`src/rtl/instr_fetch_pkg.sv`:
```
// instr_fetch_pkg: fetch FSM state encodings and the BF end-of-program byte
package instr_fetch_pkg;
  localparam logic [2:0] S_FETCH = 3'd0;
  localparam logic [2:0] S_LOAD  = 3'd1;
  localparam logic [2:0] S_EXEC  = 3'd2;
  localparam logic [2:0] S_SKIP  = 3'd3;
  localparam logic [2:0] S_HALT  = 3'd4;
  localparam logic [7:0] BF_END  = 8'h00;
endpackage

```
`src/rtl/instr_fetch_loop_stack.sv`:
```
// bf_loop_stack: LIFO of loop return addresses; caller never pushes and pops together
module bf_loop_stack #(
  parameter int WIDTH = 12,
  parameter int DEPTH = 16
) (
  input  logic             clk,
  input  logic             rst,
  input  logic             push,
  input  logic             pop,
  input  logic [WIDTH-1:0] din,
  output logic [WIDTH-1:0] top,
  output logic             full,
  output logic             empty
);
  localparam int SP_W = $clog2(DEPTH);
  localparam logic [SP_W:0] SP_ONE = 1;
  localparam logic [SP_W:0] SP_FULL = DEPTH[SP_W:0];
  localparam logic [SP_W-1:0] IDX_ONE = 1;
  logic [WIDTH-1:0] mem_q [DEPTH];
  logic [SP_W:0] sp_q;
  assign full = sp_q == SP_FULL;
  assign empty = sp_q == '0;
  assign top = mem_q[sp_q[SP_W-1:0] - IDX_ONE];
  // Stack pointer; clearing it on reset empties the stack logically
  always_ff @(posedge clk or posedge rst)
    if (rst) sp_q <= '0;
    else sp_q <= push && !full ? sp_q + SP_ONE : pop && !empty ? sp_q - SP_ONE : sp_q;
  // Entry storage needs no reset since sp gates every read
  always_ff @(posedge clk)
    if (push && !full) mem_q[sp_q[SP_W-1:0]] <= din;
endmodule

```
`src/rtl/instr_fetch.sv`:
```
// instr_fetch: BF fetch and loop-control stage; INSTR_COUNT_EN adds the retired_cnt port
module instr_fetch
  import instr_fetch_pkg::*;
#(
  parameter int ADDR_W      = 12,
  parameter int STACK_DEPTH = 16
) (
  input  logic              clk,
  input  logic              rst,
  output logic [ADDR_W-1:0] imem_addr,
  input  logic [7:0]        imem_data,
  output logic [7:0]        instr,
  output logic              instr_valid,
  input  logic              instr_ready,
  input  logic              loop_start,
  input  logic              loop_end,
  input  logic              data_zero,
  output logic              halt,
  output logic              err
`ifdef INSTR_COUNT_EN
  ,
  output logic [31:0]       retired_cnt
`endif
);
  localparam logic [ADDR_W:0] ONE = 1;
  logic [2:0] state_q, state_d;
  logic [ADDR_W-1:0] pc_q, pc_d, top;
  logic [ADDR_W:0] depth_q, depth_d, pc_inc;
  logic [7:0] instr_q;
  logic err_q, err_d, push, pop, full, empty, retire, wrap, is_end;
  assign retire = state_q == S_EXEC && instr_ready;
  assign pc_inc = {1'b0, pc_q} + ONE;
  assign wrap = pc_inc[ADDR_W];
  assign is_end = instr_q == BF_END;
  assign imem_addr = pc_q;
  assign instr = instr_q;
  assign instr_valid = state_q == S_EXEC;
  assign halt = state_q == S_HALT;
  assign err = err_q;
  bf_loop_stack #(.WIDTH(ADDR_W), .DEPTH(STACK_DEPTH)) u_stack (
    .clk  (clk),
    .rst  (rst),
    .push (push),
    .pop  (pop),
    .din  (pc_inc[ADDR_W-1:0]),
    .top  (top),
    .full (full),
    .empty(empty)
  );
  // Sequence fetch/load, resolve brackets on retire, track nesting depth while skipping
  always_comb begin
    state_d = state_q;
    pc_d = pc_q;
    depth_d = depth_q;
    err_d = err_q;
    push = 1'b0;
    pop = 1'b0;
    case (state_q)
      S_FETCH: state_d = S_LOAD;
      S_LOAD: state_d = depth_q == '0 ? S_EXEC : S_SKIP;
      S_EXEC:
        if (retire) begin
          if (is_end) state_d = S_HALT;
          else if ((loop_start && !data_zero && full) || (loop_end && empty)) begin
            err_d = 1'b1;
            state_d = S_HALT;
          end else if (loop_end && !data_zero) begin
            pc_d = top;
            state_d = S_FETCH;
          end else begin
            push = loop_start && !data_zero;
            pop = loop_end;
            depth_d = loop_start && data_zero ? ONE : depth_q;
            pc_d = wrap ? pc_q : pc_inc[ADDR_W-1:0];
            state_d = wrap ? S_HALT : S_FETCH;
          end
        end
      S_SKIP:
        if (is_end) begin
          err_d = 1'b1;
          state_d = S_HALT;
        end else begin
          depth_d = loop_start ? depth_q + ONE : loop_end ? depth_q - ONE : depth_q;
          pc_d = wrap ? pc_q : pc_inc[ADDR_W-1:0];
          state_d = wrap ? S_HALT : S_FETCH;
        end
      default: state_d = S_HALT;
    endcase
  end
  // State registers; instr captures the ROM byte at the end of LOAD
  always_ff @(posedge clk or posedge rst)
    if (rst) begin
      state_q <= S_FETCH;
      pc_q <= '0;
      depth_q <= '0;
      err_q <= 1'b0;
      instr_q <= 8'h00;
    end else begin
      state_q <= state_d;
      pc_q <= pc_d;
      depth_q <= depth_d;
      err_q <= err_d;
      instr_q <= state_q == S_LOAD ? imem_data : instr_q;
    end
`ifdef INSTR_COUNT_EN
  logic [31:0] cnt_q;
  // Count every retired instruction, the terminating 00 included
  always_ff @(posedge clk or posedge rst)
    if (rst) cnt_q <= '0;
    else cnt_q <= retire ? cnt_q + 32'd1 : cnt_q;
  assign retired_cnt = cnt_q;
`endif
endmodule

```
`config.mk`:
```
export PLATFORM = sky130hd
export DESIGN_NAME = instr_fetch
export DESIGN_NICKNAME = d
export VERILOG_FILES = /design/src/rtl/instr_fetch_pkg.sv /design/src/rtl/instr_fetch_loop_stack.sv /design/src/rtl/instr_fetch.sv
export SDC_FILE = /design/constraint.sdc
export NUM_CORES = 1
export LEC_CHECK = 0
export CORE_MARGIN = 2
export CORE_UTILIZATION = 57
export CTS_BUF_LIST = sky130_fd_sc_hd__clkbuf_8
export CTS_CLUSTER_DIAMETER = 200
export DETAILED_ROUTE_END_ITERATION = 8
export PLACE_DENSITY = 0.75
export SLEW_MARGIN = 40
export SYNTH_ARGS = -nofsm -noshare
export SYNTH_HDL_FRONTEND = slang
export SYNTH_SLANG_ARGS = --single-unit
```
`constraint.sdc`:
```
create_clock -name clk -period 4.35 [get_ports clk]
set_clock_uncertainty 0.15 [all_clocks]
set_input_delay 0.87 -clock clk [delete_from_list [all_inputs] [get_ports clk]]
set_output_delay 0.87 -clock clk [all_outputs]
set_load 0.03 [all_outputs]
```
=== Word level (Yosys, flattened, before mapping) ===
Memories as Yosys holds them, arrays and structs flattened.
Index checks and enable logic that the tools add are counted.

* Flip-flop bits (word level): 42
* RAM bits: 192
* Bits of input ports: 14
* Output and inout bits: 23
* Word-level logic and storage cells: 91
* Memories kept: 1

{| class="wikitable"
|+ Memories
! name !! words !! bits a word !! rd ports !! clocked after memory_dff !! wr ports !! RTL line !! source
|-
| u_stack.mem_q || 16 || 12 || 1 || 0 || 1 || instr_fetch_loop_stack.sv:19 || <nowiki>logic [WIDTH-1:0] mem_q [DEPTH];</nowiki>
|}

* Add/subtract/negate cells: 6
* Equal/unequal tests: 14
* Muxes and demuxes: 43
* Reduce and logical (&&, ||, !) cells: 21

{| class="wikitable"
|+ Operator list
! operator !! count
|-
| 13-bit 2-to-1 mux || 8
|-
| 12-bit 2-to-1 mux || 6
|-
| 13-bit case mux with 2 select lines || 1
|-
| 12-bit case mux with 2 select lines || 1
|-
| 3-bit 2-to-1 mux || 6
|-
| 1-bit 2-to-1 mux || 17
|-
| 12-bit by 1-bit adder with 13-bit output (second input constant) || 1
|-
| 13-bit by 1-bit adder with 13-bit output (second input constant) || 1
|-
| 13-bit logical NOT || 1
|-
| 13-bit by 1-bit subtractor with 13-bit output (second input constant) || 1
|-
| 3-bit case mux with 4 select lines || 1
|-
| 5-bit 2-to-1 mux || 2
|-
| 2-bit inequality test (second input constant) || 5
|-
| 5-bit AND reduction || 2
|-
| 1-bit logical AND || 8
|-
| 8-bit logical NOT || 1
|-
| 8-bit AND reduction || 1
|-
| 3-bit by 2-bit == test with 1-bit output (second input constant) || 2
|-
| 2-bit by 1-bit inequality test with 1-bit output (second input constant) || 3
|-
| 5-bit by 1-bit adder with 5-bit output (second input constant) || 1
|-
| 5-bit == test (second input constant) || 1
|-
| 5-bit logical NOT || 1
|-
| 5-bit by 1-bit subtractor with 5-bit output (second input constant) || 1
|-
| 2-bit nonzero test || 2
|-
| 8 further kinds || 10
|}

=== Depth between registers and ports, before layout ===
Gate-level depths: netlist (run 1).

* Depth after elaboration: 11
* Mapped depth: 14
* Mapped depth without buffers: 12

=== Modules after synthesis ===
A second synthesis (run 1) with hierarchy kept.

* Cells, all modules: 728
* Area total of the unflattened synthesis: 10458.8 sq um

{| class="wikitable"
|+ Modules (own cells, without submodules)
! module !! instances !! cells an instance !! area each (sq um) !! seq. area each (sq um)
|-
| bf_loop_stack || 1 || 469 || 8006.4 || 5890.6
|-
| instr_fetch || 1 || 259 || 2452.4 || 925.9
|}

=== Least setup slack after synthesis (run 1) ===
OpenSTA, ideal clock, no wires.

* Path type: register -> register
* From: reg u_stack.sp_q[0]
* To: reg u_stack.sp_q[4]
* Library setup time: 130 ps
* Arrival time: 3122 ps
* Required time: 4070 ps
* Path slack: 948 ps
* Stages on the path, launching flop included: 14
* Path buffers: 2
* Period minus slack after synthesis: 3402 ps
* Path through: dfrtp_1 -> buf_6 -> buf_2 -> inv_1 -> ha_1 -> nor3b_2 -> a2111oi_4 -> inv_1 -> fa_1 -> a21o_1 -> a21oi_1 -> a31oi_1 -> o21ai_0 -> o41ai_1

* Word-level cells in the longest chain between the ends: 9
* Elaborated cells on any way between the ends: 22
* Those cells by class: add/sub: 2; eq/ne: 1; mux: 10; reduce/logical: 9

{| class="wikitable"
|+ RTL lines
! what !! RTL line !! source
|-
| from (decl) || instr_fetch_loop_stack.sv:20 || <nowiki>logic [SP_W:0] sp_q;</nowiki>
|-
| from (signal assigned) || instr_fetch_loop_stack.sv:27 || <nowiki>else sp_q <= push && !full ? sp_q + SP_ONE : pop && !empty ? sp_q - SP_ONE : sp_q;</nowiki>
|-
| 5-bit == test / 5-bit logical NOT (equally long branches) || instr_fetch_loop_stack.sv:21, instr_fetch_loop_stack.sv:22 ||
|-
| 1-bit logical AND || instr_fetch.sv:64 || <nowiki>else if ((loop_start && !data_zero && full) || (loop_end && empty)) begin</nowiki>
|-
| 1-bit logical OR || instr_fetch.sv:64 ||
|-
| 1-bit 2-to-1 mux || instr_fetch.sv:64 ||
|-
| 1-bit 2-to-1 mux || instr_fetch.sv:63 || <nowiki>if (is_end) state_d = S_HALT;</nowiki>
|-
| 1-bit 2-to-1 mux || instr_fetch.sv:62 || <nowiki>if (retire) begin</nowiki>
|-
| 1-bit 2-to-1 mux || instr_fetch.sv:58 || <nowiki>case (state_q)</nowiki>
|-
| 1-bit logical AND || instr_fetch_loop_stack.sv:27 ||
|-
| 5-bit 2-to-1 mux / 2-bit nonzero test (equally long branches) || -- ||
|}

Several ways; a longest one is shown, not always the timed one. The select of a mux whose other input is x is not followed.
A chain may end at the register's enable or synchronous reset.

=== Worst setup path after layout (run 1) ===
* From: in loop_start
* To: reg depth_q[9]

* Word-level cells in the longest chain between the ends: 5
* Elaborated cells on any way between the ends: 11
* Those cells by class: eq/ne: 3; mux: 3; reduce/logical: 5

{| class="wikitable"
|+ RTL lines
! what !! RTL line !! source
|-
| from (decl) || instr_fetch.sv:15 || <nowiki>input logic loop_start,</nowiki>
|-
| 1-bit logical AND (2 in series) || instr_fetch.sv:64 ||
|-
| 1-bit logical OR || instr_fetch.sv:64 ||
|-
| 2-bit inequality test (no source line) || -- ||
|-
| 8-bit AND reduction (no source line) || -- ||
|-
| to (signal assigned) || instr_fetch.sv:101 || <nowiki>depth_q <= depth_d;</nowiki>
|-
| to (decl) || instr_fetch.sv:28 || <nowiki>logic [ADDR_W:0] depth_q, depth_d, pc_inc;</nowiki>
|}

Several ways; a longest one is shown, not always the timed one. The select of a mux whose other input is x is not followed.

==> impl_metrics.env, run 1 <==
export IMPL_status="completed"
export IMPL_max_freq_ghz=0.288
export IMPL_worstPathMaxFanout=12
export IMPL_antenna_found_initial=0
export IMPL_synth_edf_count=192
export IMPL_final_layout_size_suffix_gt1_share_pct=23.8
export IMPL_post_route_min_period_ns=3.47
export IMPL_irDropWorstVdd_uv=590
export IMPL_grt_max_degree=55
export IMPL_drc=0
export IMPL_grt_pass1_vias=6081
export IMPL_antenna_diode_count=0
export IMPL_crit_start="loop_start"
export IMPL_fp_dieW_microns=138
export IMPL_finalSetupTns_ns=0
export IMPL_cts_resized=0
export IMPL_ant_nets=0
export IMPL_initial_utilization_pct=57.6
export IMPL_grtUsageTotal_pct=23.5
export IMPL_area_growth_pct=15.5
export IMPL_synth_top_cell_area_share_pct=56.1
export IMPL_clk_pin_slew_worst_paths_ns=0.06
export IMPL_die_y_microns=138
export IMPL_synth_cell_types=63
export IMPL_synthCells=612
export IMPL_setup_viol=0
export IMPL_firstDrtPassIters=5
export IMPL_wl_per_cell_microns=23.2
export IMPL_num_rows=49
export IMPL_wl_microns=22100
export IMPL_ys_ff_latch=234
export IMPL_synth_most_common_cell="edfxtp_1"
export IMPL_grt_pass1_wl_microns=34400
export IMPL_post_cts_setup_buffers=0
export IMPL_synth_top_cells_by_area="edfxtp_1, mux4_2, dfrtp_1, ha_1, nand2_1"
export IMPL_yosys_top_cells_count="edfxtp_1, mux4_2, dfrtp_1"
export IMPL_maxCapViolCount=0
export IMPL_grt_overflow=0
export IMPL_worstSetupEndpointType="flop"
export IMPL_whs_path_depth=1
export IMPL_fin_ws_ns=0.884
export IMPL_yosysWarningCount=0
export IMPL_postCtsHoldBufs=0
export IMPL_synthesis_area_sq_um=10300
export IMPL_syn_num_nets=648
export IMPL_worst_ep_arrival_time_ns=3.71
export IMPL_cts_buffer_depth=3
export IMPL_core_sq_um=17800
export IMPL_synth_seq_area_share_pct=66.3
export IMPL_reg2reg_from="state_q[2]$_DFFE_PP0P_"
export IMPL_hp_class="flop to flop"
export IMPL_report_final_slew_viol_count=0
export IMPL_critPathKind="primary input to flop"
export IMPL_cts_root_buf="clkbuf_8"
export IMPL_ff2ff_path_depth=12
export IMPL_vias=5897
export IMPL_synthArstFlopShare_pct=17.9
export IMPL_dpl_hpwl_microns=13900
export IMPL_io_pins=37
export IMPL_cts_max_level=2
export IMPL_port_buffers=36
export IMPL_rsz0062_at_grt="false"
export IMPL_seq_area_sq_um=6820
export IMPL_endpoint="depth_q[9]$_DFFE_PP0P_"
export IMPL_multi_input_area_sq_um=3370
export IMPL_synthFlopType="edfxtp_1"
export IMPL_clk_latency_ns=0.55
export IMPL_fill_cells=1179
export IMPL_worstMarginPinSlew_ns=0.750
export IMPL_synth_area_leader_cell="edfxtp_1"
export IMPL_worstReg2RegEnd="u_stack.sp_q[4]$_DFFE_PP0P_"
export IMPL_cts_tree="yes"
export IMPL_critPathRequiredTime_ns=4.59
export IMPL_hold_viol=0
export IMPL_dr_first_iter_drc_count=639
export IMPL_cts_made_buffers=38
export IMPL_power_density_nw_per_um2=675
export IMPL_dp_slack_ns=0.417
export IMPL_cellLeakagePower_uw=0.00415
export IMPL_r2r_slack_ns=1.09
export IMPL_avgSynthCellArea_sq_um=16.8
export IMPL_nets=734
export IMPL_fin_crit_sh_pct=79.7
export IMPL_gp_congestion=0.863
export IMPL_die_area_sq_um=19100
export IMPL_cts_sinks=234
export IMPL_viasPerCell=6.19
export IMPL_cp_start_kind="primary input"
export IMPL_max_slew_margin_pct=50.0
[registers in the layout, indices dropped and copies added, names as in the netlist]
register       flops
imem_addr         12
depth_q           13
err                1
instr              8
u_stack.mem_q    192
u_stack.sp_q       5
state_q            3
[final cells by class]
type                       count  area share (%)
clock inverter                28            1.70
clock buffer                  38            4.40
inverter                      12           0.379
sequential                   234            57.4
tap                          229            2.41
multi-input combinational    342            28.4
timing repair buffer          70            5.32
[worst min path at each step]
| stage | start | end |
|---|---|---|
| final | err$_DFFE_PP0P_ | err$_DFFE_PP0P_ |
| after detailed placement | err$_DFFE_PP0P_ | err$_DFFE_PP0P_ |
| after CTS | err$_DFFE_PP0P_ | err$_DFFE_PP0P_ |
| after floorplan | depth_q[5]$_DFFE_PP0P_ | depth_q[5]$_DFFE_PP0P_ |
| after global routing | err$_DFFE_PP0P_ | err$_DFFE_PP0P_ |
| after global placement | err$_DFFE_PP0P_ | err$_DFFE_PP0P_ |
[power breakdown]
| group | internal (uW) | switching [uW] | total, uW |
|---|---|---|---|
| registers | 2980 | 283 | 3260 |
| clock network | 1000 | 847 | 1850 |
| logic | 1300 | 1610 | 2910 |
[logic make-up (layout without fill, tap and decap cells)]
group | Yosys count | after routing | share of synthesized area [%]
flip-flops | 234 | 234 | 66.3
buffers and inverters | 36 | 148 | 1.83
AO/OA/AOI/OAI | 94 | 94 | 6.15
multiplexers | 72 | 72 | 14.2
adder cells (fa/ha/maj) | 22 | 22 | 2.82
AND/OR/NAND/NOR | 132 | 132 | 6.73
XOR/XNOR | 22 | 22 | 1.95
[worst max-delay path, cell delays in order]
cell,delay [ns]
clkdlybuf4s50_1,0.67
inv_1,0.31
ha_1,0.45
a2111oi_0,0.44
nand2_1,0.13
a221oi_1,0.51
xor2_1,0.22
o21ai_0,0.10
[metal layers]
metal | part of all wire [%] | track usage [%] | vias to the layer above | wire length, microns
met2 | 48 | 36.2 | 252 | 10700
met1 | 42 | 33.9 | 2988 | 9260
li1 | - | - | 2617 | -
met4 | 2.4 | 9.02 | 0 | 530
met5 | 0 | 0 | - | 0
met3 | 7.6 | 4.88 | 40 | 1690
[layout by cell type (no fill, tap or decap), types with 6 or more instances in the layout]
master and instances:
edfxtp_1 192, mux4_2 58, dfrtp_1 41, clkbuf_8 38, clkdlybuf4s50_1 36, nand2_1 35, buf_4 32, nor2_1 28
a21oi_1 25, inv_1 23, ha_1 19, o21ai_0 17, nand2b_1 11, mux2_2 11, nor3_1 9, nand3_1 9
clkinv_1 8, o21ai_1 7, xor2_1 7, xnor2_1 6, o22ai_1 6, a21o_1 6
[per-stage QoR]
step | cell area (sq um) | power, uW | utilization (%) | cells | hold slack, ns
floorplan | 10300 | 5290 | - | 612 | 0.318
global placement | 11100 | 6060 | 62.1 | 887 | 0.307
detailed placement | 11100 | 6200 | 62.4 | 887 | 0.348
CTS | 11900 | 8060 | 66.5 | 953 | 0.364
global route | 11900 | 8430 | 66.6 | 953 | 0.394
finish | 11900 | 8020 | 66.6 | 953 | 0.364
(Power assumes the default switching activity.)
==> inputs of run 2 (changes only) <==
--- a/config.mk
+++ b/config.mk
@@ -10,7 +10,7 @@
 export CTS_BUF_LIST = sky130_fd_sc_hd__clkbuf_8
 export CTS_CLUSTER_DIAMETER = 200
 export DETAILED_ROUTE_END_ITERATION = 8
-export PLACE_DENSITY = 0.75
+export PLACE_DENSITY = 0.78
 export SLEW_MARGIN = 40
 export SYNTH_ARGS = -nofsm -noshare
 export SYNTH_HDL_FRONTEND = slang
==> constraint.sdc (replaced) <==
create_clock -name clk -period 2.9 [get_ports clk]
set_clock_uncertainty 0.15 [all_clocks]
set_input_delay 0.58 -clock clk [delete_from_list [all_inputs] [get_ports clk]]
set_output_delay 0.58 -clock clk [all_outputs]
set_load 0.03 [all_outputs]
==> impl_metrics.env, run 2 (synthesis gave the netlist of run 1 again) <==
export IMPL_wl_per_cell_microns=22.8
export IMPL_crit_start="u_stack.sp_q[0]$_DFFE_PP0P_"
export IMPL_report_final_slew_viol_count=0
export IMPL_most_common_layout_cells="edfxtp_1, buf_4, mux4_2"
export IMPL_max_freq_ghz=0.355
export IMPL_grtUsageTotal_pct=24.9
export IMPL_cp_common_cell="buf_4"
export IMPL_wl_met3_microns=2180
export IMPL_die_area_sq_um=19100
export IMPL_initial_utilization_pct=57.6
export IMPL_final_common_cell="edfxtp_1"
export IMPL_antenna_diode_count=0
export IMPL_irDropWorstVdd_uv=709
export IMPL_drc=0
export IMPL_largest_reg_flops=192
export IMPL_vias=6364
export IMPL_dr_first_iter_drc_count=653
export IMPL_worstPathMaxFanout=4
export IMPL_fill_cells=1145
export IMPL_grt_max_degree=55
export IMPL_dpl_hpwl_microns=15300
export IMPL_postCtsHoldBufs=0
export IMPL_worst_ep_arrival_time_ns=3.08
export IMPL_antenna_found_initial=0
export IMPL_cts_sinks=234
export IMPL_nets=795
export IMPL_worstReg2RegEnd="u_stack.sp_q[4]$_DFFE_PP0P_"
export IMPL_gp_congestion=0.839
export IMPL_grt_pass1_wl_microns=36500
export IMPL_critPathMaxStageDelay_ns=0.43
export IMPL_die_y_microns=138
export IMPL_max_slew_margin_pct=52.4
export IMPL_maxCapViolCount=0
export IMPL_wl_met1_microns=9030
export IMPL_crit_family="compound AO/OA/AOI/OAI gates"
export IMPL_worstSetupEndpointType="flop"
export IMPL_reg2reg_from="u_stack.sp_q[0]$_DFFE_PP0P_"
export IMPL_wl_microns=23200
export IMPL_fin_util_pct=69.0
export IMPL_cts_buffer_depth=3
export IMPL_final_layout_size_suffix_gt1_share_pct=30.2
export IMPL_cp_start_kind="flop"
export IMPL_ant_nets=0
export IMPL_area_growth_pct=19.8
export IMPL_power_density_nw_per_um2=1000
export IMPL_slowest_stage="dfrtp_4"
export IMPL_setup_viol=0
export IMPL_viasPerCell=6.26
export IMPL_ff2ff_path_depth=11
export IMPL_finalSetupTns_ns=0
export IMPL_fp_dieW_microns=138
export IMPL_cts_root_buf="clkbuf_8"
export IMPL_grt_pass1_vias=6552
export IMPL_top_layer="met4"
export IMPL_critPathKind="flop to flop"
export IMPL_cts_tree="yes"
export IMPL_post_route_min_period_ns=2.82
export IMPL_r2r_slack_ns=0.08
export IMPL_num_rows=49
export IMPL_grt_overflow=0
export IMPL_hold_viol=0
export IMPL_port_buffers=36
export IMPL_status="completed"
export IMPL_worstMarginPinSlew_ns=0.696
export IMPL_hp_class="primary input to asynchronous set/reset pin"
export IMPL_core_sq_um=17800
export IMPL_crit_chain="inv_1, ha_2, nor3b_2, a2111oi_4, inv_2, buf_4, ha_1, a21oi_4, buf_4, o21a_1, o41ai_1"
export IMPL_fin_crit_sh_pct=97.2
export IMPL_cp_buffers_inverters=4
export IMPL_cellLeakagePower_uw=0.00443
export IMPL_firstDrtPassIters=5
export IMPL_clk_pin_slew_worst_paths_ns=0.06
export IMPL_critPathRequiredTime_ns=3.16
export IMPL_clk_latency_ns=0.54
export IMPL_route_met2_wl_microns=11400
export IMPL_cts_max_level=2
export IMPL_cts_made_buffers=38
export IMPL_io_pins=37
run 2: timing repair:
action,CTS,global route
buffers inserted,0,1
gates resized for setup,1,5
pin swaps,0,2
setup endpoints to repair,1,1
run 2: cell type report:
class	count	area (sq um)	area share, %
tap	229	287	2.33
multi-input combinational	342	3370	27.3
clock buffer	41	564	4.58
sequential	234	6820	55.4
timing repair buffer	131	1110	9.02
inverter	12	46.3	0.376
clock inverter	27	119	0.965
run 2: worst register-to-register path: stages, from the launching register on:
cell       delay [ns]
dfrtp_4          0.43
inv_1            0.08
ha_2             0.19
nor3b_2          0.18
a2111oi_4        0.40
inv_2            0.10
buf_4            0.15
ha_1             0.34
a21oi_4          0.09
buf_4            0.14
o21a_1           0.10
o41ai_1          0.34
run 2: worst max path at each step:
stage | to | slack [ns] | depth (start not counted)
finish | u_stack.sp_q[4]$_DFFE_PP0P_ | 0.08 | 11
global route | u_stack.sp_q[4]$_DFFE_PP0P_ | -0.02 | 12
CTS | halt | 0.08 | 3
detailed placement | depth_q[9]$_DFFE_PP0P_ | -0.39 | 9
global placement | u_stack.sp_q[4]$_DFFE_PP0P_ | -0.27 | 10
floorplan | u_stack.mem_q[0][0]$_DFFE_PP_ | -0.28 | 8
run 2: metrics by stage:
stage	power, uW	setup WS, ns	instance area (sq um)	cells	hold WS [ns]
after detailed placement	9690	-0.388	11600	947	0.316
final	12300	0.0802	12300	1016	0.226
after floorplan	7960	-0.282	10300	612	0.318
after global routing	13000	-0.0222	12300	1016	0.247
after global placement	9470	-0.272	11600	947	0.309
after CTS	12300	0.0763	12300	1015	0.218
run 2: layer usage:
metal	global-route usage (%)	up-vias
li1	-	2744
met1	34.4	3212
met2	40.1	359
met3	5.23	49
met4	8.92	0
met5	0	-
run 2: report_power, final:
group          leakage, uW  switching (uW)  internal [uW]  total, uW
Sequential         0.00224             354           4460       4820
Clock             0.000392            1280           1310       2590
Combinational      0.00179            2660           2270       4940
==> inputs of run 3 (changes only) <==
--- a/config.mk
+++ b/config.mk
@@ -5,11 +5,12 @@
 export SDC_FILE = /design/constraint.sdc
 export NUM_CORES = 1
 export LEC_CHECK = 0
-export CORE_MARGIN = 2
 export CORE_UTILIZATION = 57
 export CTS_BUF_LIST = sky130_fd_sc_hd__clkbuf_8
 export CTS_CLUSTER_DIAMETER = 200
+export CTS_CLUSTER_SIZE = 8
 export DETAILED_ROUTE_END_ITERATION = 8
+export GPL_TIMING_DRIVEN = 0
 export PLACE_DENSITY = 0.78
 export SLEW_MARGIN = 40
 export SYNTH_ARGS = -nofsm -noshare
==> impl_metrics.env, run 3 (synthesis gave the netlist of run 1 again) <==
export IMPL_seq_area_sq_um=6820
export IMPL_largest_reg_flops=192
export IMPL_postCtsHoldBufs=0
export IMPL_dpl_hpwl_microns=14900
export IMPL_worstSetupEndpointType="flop"
export IMPL_area_growth_pct=18.3
export IMPL_grtUsageTotal_pct=26.8
export IMPL_core_sq_um=17500
export IMPL_firstDrtPassIters=5
export IMPL_hold_viol=0
export IMPL_rsz0062_at_grt="true"
export IMPL_worstReg2RegEnd="u_stack.sp_q[4]$_DFFE_PP0P_"
export IMPL_num_rows=48
export IMPL_crit_start="state_q[2]$_DFFE_PP0P_"
export IMPL_die_y_microns=136
export IMPL_r2r_slack_ns=-0.08
export IMPL_cts_buffer_depth=3
export IMPL_fill_cells=1100
export IMPL_initial_utilization_pct=58.8
export IMPL_dr_first_iter_drc_count=539
export IMPL_cts_root_buf="clkbuf_8"
export IMPL_top_layer="met4"
export IMPL_antenna_diode_count=0
export IMPL_final_layout_size_suffix_gt1_share_pct=29.1
export IMPL_drc=0
export IMPL_cts_max_level=2
export IMPL_route_met2_wl_microns=11800
export IMPL_nets=753
export IMPL_hp_class="primary input to asynchronous set/reset pin"
export IMPL_wl_per_cell_microns=24.4
export IMPL_most_common_layout_cells="edfxtp_1, mux4_2, buf_4, dfrtp_1"
export IMPL_status="complete, but fails checks"
export IMPL_grt_pass1_vias=6231
export IMPL_cts_made_buffers=35
export IMPL_maxCapViolCount=0
export IMPL_max_slew_margin_pct=48.9
export IMPL_clk_latency_ns=0.52
export IMPL_ant_nets=0
export IMPL_antenna_found_initial=0
export IMPL_cts_tree="yes"
export IMPL_fin_util_pct=69.6
export IMPL_wl_microns=23600
export IMPL_port_buffers=35
export IMPL_final_common_cell="edfxtp_1"
export IMPL_power_density_nw_per_um2=992
export IMPL_worst_ep_arrival_time_ns=3.24
export IMPL_violations="setup timing"
export IMPL_report_final_slew_viol_count=0
export IMPL_max_freq_ghz=0.335
export IMPL_viasPerCell=6.39
export IMPL_grt_overflow=0
export IMPL_cts_sinks=234
export IMPL_multi_input_area_sq_um=3600
export IMPL_worstPathMaxFanout=4
export IMPL_cp_start_kind="flop"
export IMPL_fin_crit_sh_pct=103
export IMPL_critPathRequiredTime_ns=3.16
export IMPL_io_pins=37
export IMPL_worstMarginPinSlew_ns=0.766
export IMPL_clk_pin_slew_worst_paths_ns=0.07
export IMPL_grt_pass1_wl_microns=35600
export IMPL_vias=6183
export IMPL_wl_met3_microns=1890
export IMPL_cellLeakagePower_uw=0.00423
export IMPL_critPathKind="flop to flop"
export IMPL_wl_met1_microns=9280
export IMPL_fin_ws_ns=-0.0807
export IMPL_fp_dieW_microns=136
export IMPL_ff2ff_path_depth=12
export IMPL_gp_congestion=0.932
export IMPL_reg2reg_from="state_q[2]$_DFFE_PP0P_"
export IMPL_die_area_sq_um=18600
export IMPL_finalPower_uw=12100
export IMPL_irDropWorstVdd_uv=691
export IMPL_post_route_min_period_ns=2.98
export IMPL_grt_max_degree=31
export IMPL_setup_viol=1
==> run 3: cell count changes in the layout (fill, tap and decap cells not counted), sizes merged <==
| cell | change |
|---|---|
| buf | -44 |
| clkdlybuf4s15 | +1 |
| clkdlybuf4s50 | -2 |
| clkinv | -15 |
| clkinvlp | +4 |
| inv | +12 |
==> run 3: report_power, final <==
group	switching, uW	internal, uW
Combinational	2720	2130
Clock	1230	1130
Sequential	384	4470
==> run 3: timing repair <==
action / 4_1_cts / 5_1_grt
endpoints found under the setup margin: 211 / 147
setup buffers: 15 / 14
pin swaps: 6 / 12
resized for setup: 30 / 12
==> run 3: area by class of cell <==
class                      instances  share of cell area [%]
timing repair buffer              69                    5.29
buffer                            23                    1.31
tap                              225                    2.32
clock inverter                    28                   0.998
clock buffer                      35                    3.96
inverter                          12                   0.422
multi-input combinational        342                    29.6
sequential                       234                    56.1
==> run 3: how the worst max path moves through the flow <==
stage	cells after the start	slack (ns)	to
4_1_cts	13	0.003	u_stack.sp_q[4]$_DFFE_PP0P_
2_1_floorplan	8	-0.28	u_stack.mem_q[0][0]$_DFFE_PP_
3_3_place_gp	5	-1.54	u_stack.mem_q[0][9]$_DFFE_PP_
3_5_place_dp	8	-0.84	depth_q[11]$_DFFE_PP0P_
6_report	12	-0.08	u_stack.sp_q[4]$_DFFE_PP0P_
5_1_grt	14	-0.20	u_stack.sp_q[4]$_DFFE_PP0P_
==> run 3: through the flow <==
stage | setup WS, ns | instances | hold slack, ns | TNS, ns | instance area [sq um]
5_1_grt | -0.199 | 968 | 0.198 | -0.780 | 12200
2_1_floorplan | -0.282 | 612 | 0.318 | -7.02 | 10300
4_1_cts | 0.00310 | 954 | 0.184 | 0 | 11900
3_3_place_gp | -1.54 | 872 | 0.322 | -183.42 | 10900
3_5_place_dp | -0.840 | 877 | 0.327 | -109.39 | 11100
6_report | -0.0807 | 968 | 0.192 | -0.0807 | 12200
==> run 3: per-layer routing <==
metal | vias up | GRT usage, %
li1 | 2669 | -
met1 | 3138 | 34.3
met2 | 321 | 43.0
met3 | 55 | 7.12
met4 | 0 | 12.3
met5 | - | 0
==> run 3: worst max-delay path: stages, from the launching register on <==
cell	delay, ns
dfrtp_2	0.41
nand2b_4	0.14
buf_6	0.13
nor2_8	0.12
nand3_4	0.09
a2111oi_4	0.42
inv_2	0.12
fa_2	0.41
a21o_1	0.22
a21oi_4	0.21
a31oi_1	0.12
o21ai_1	0.22
o41ai_2	0.10
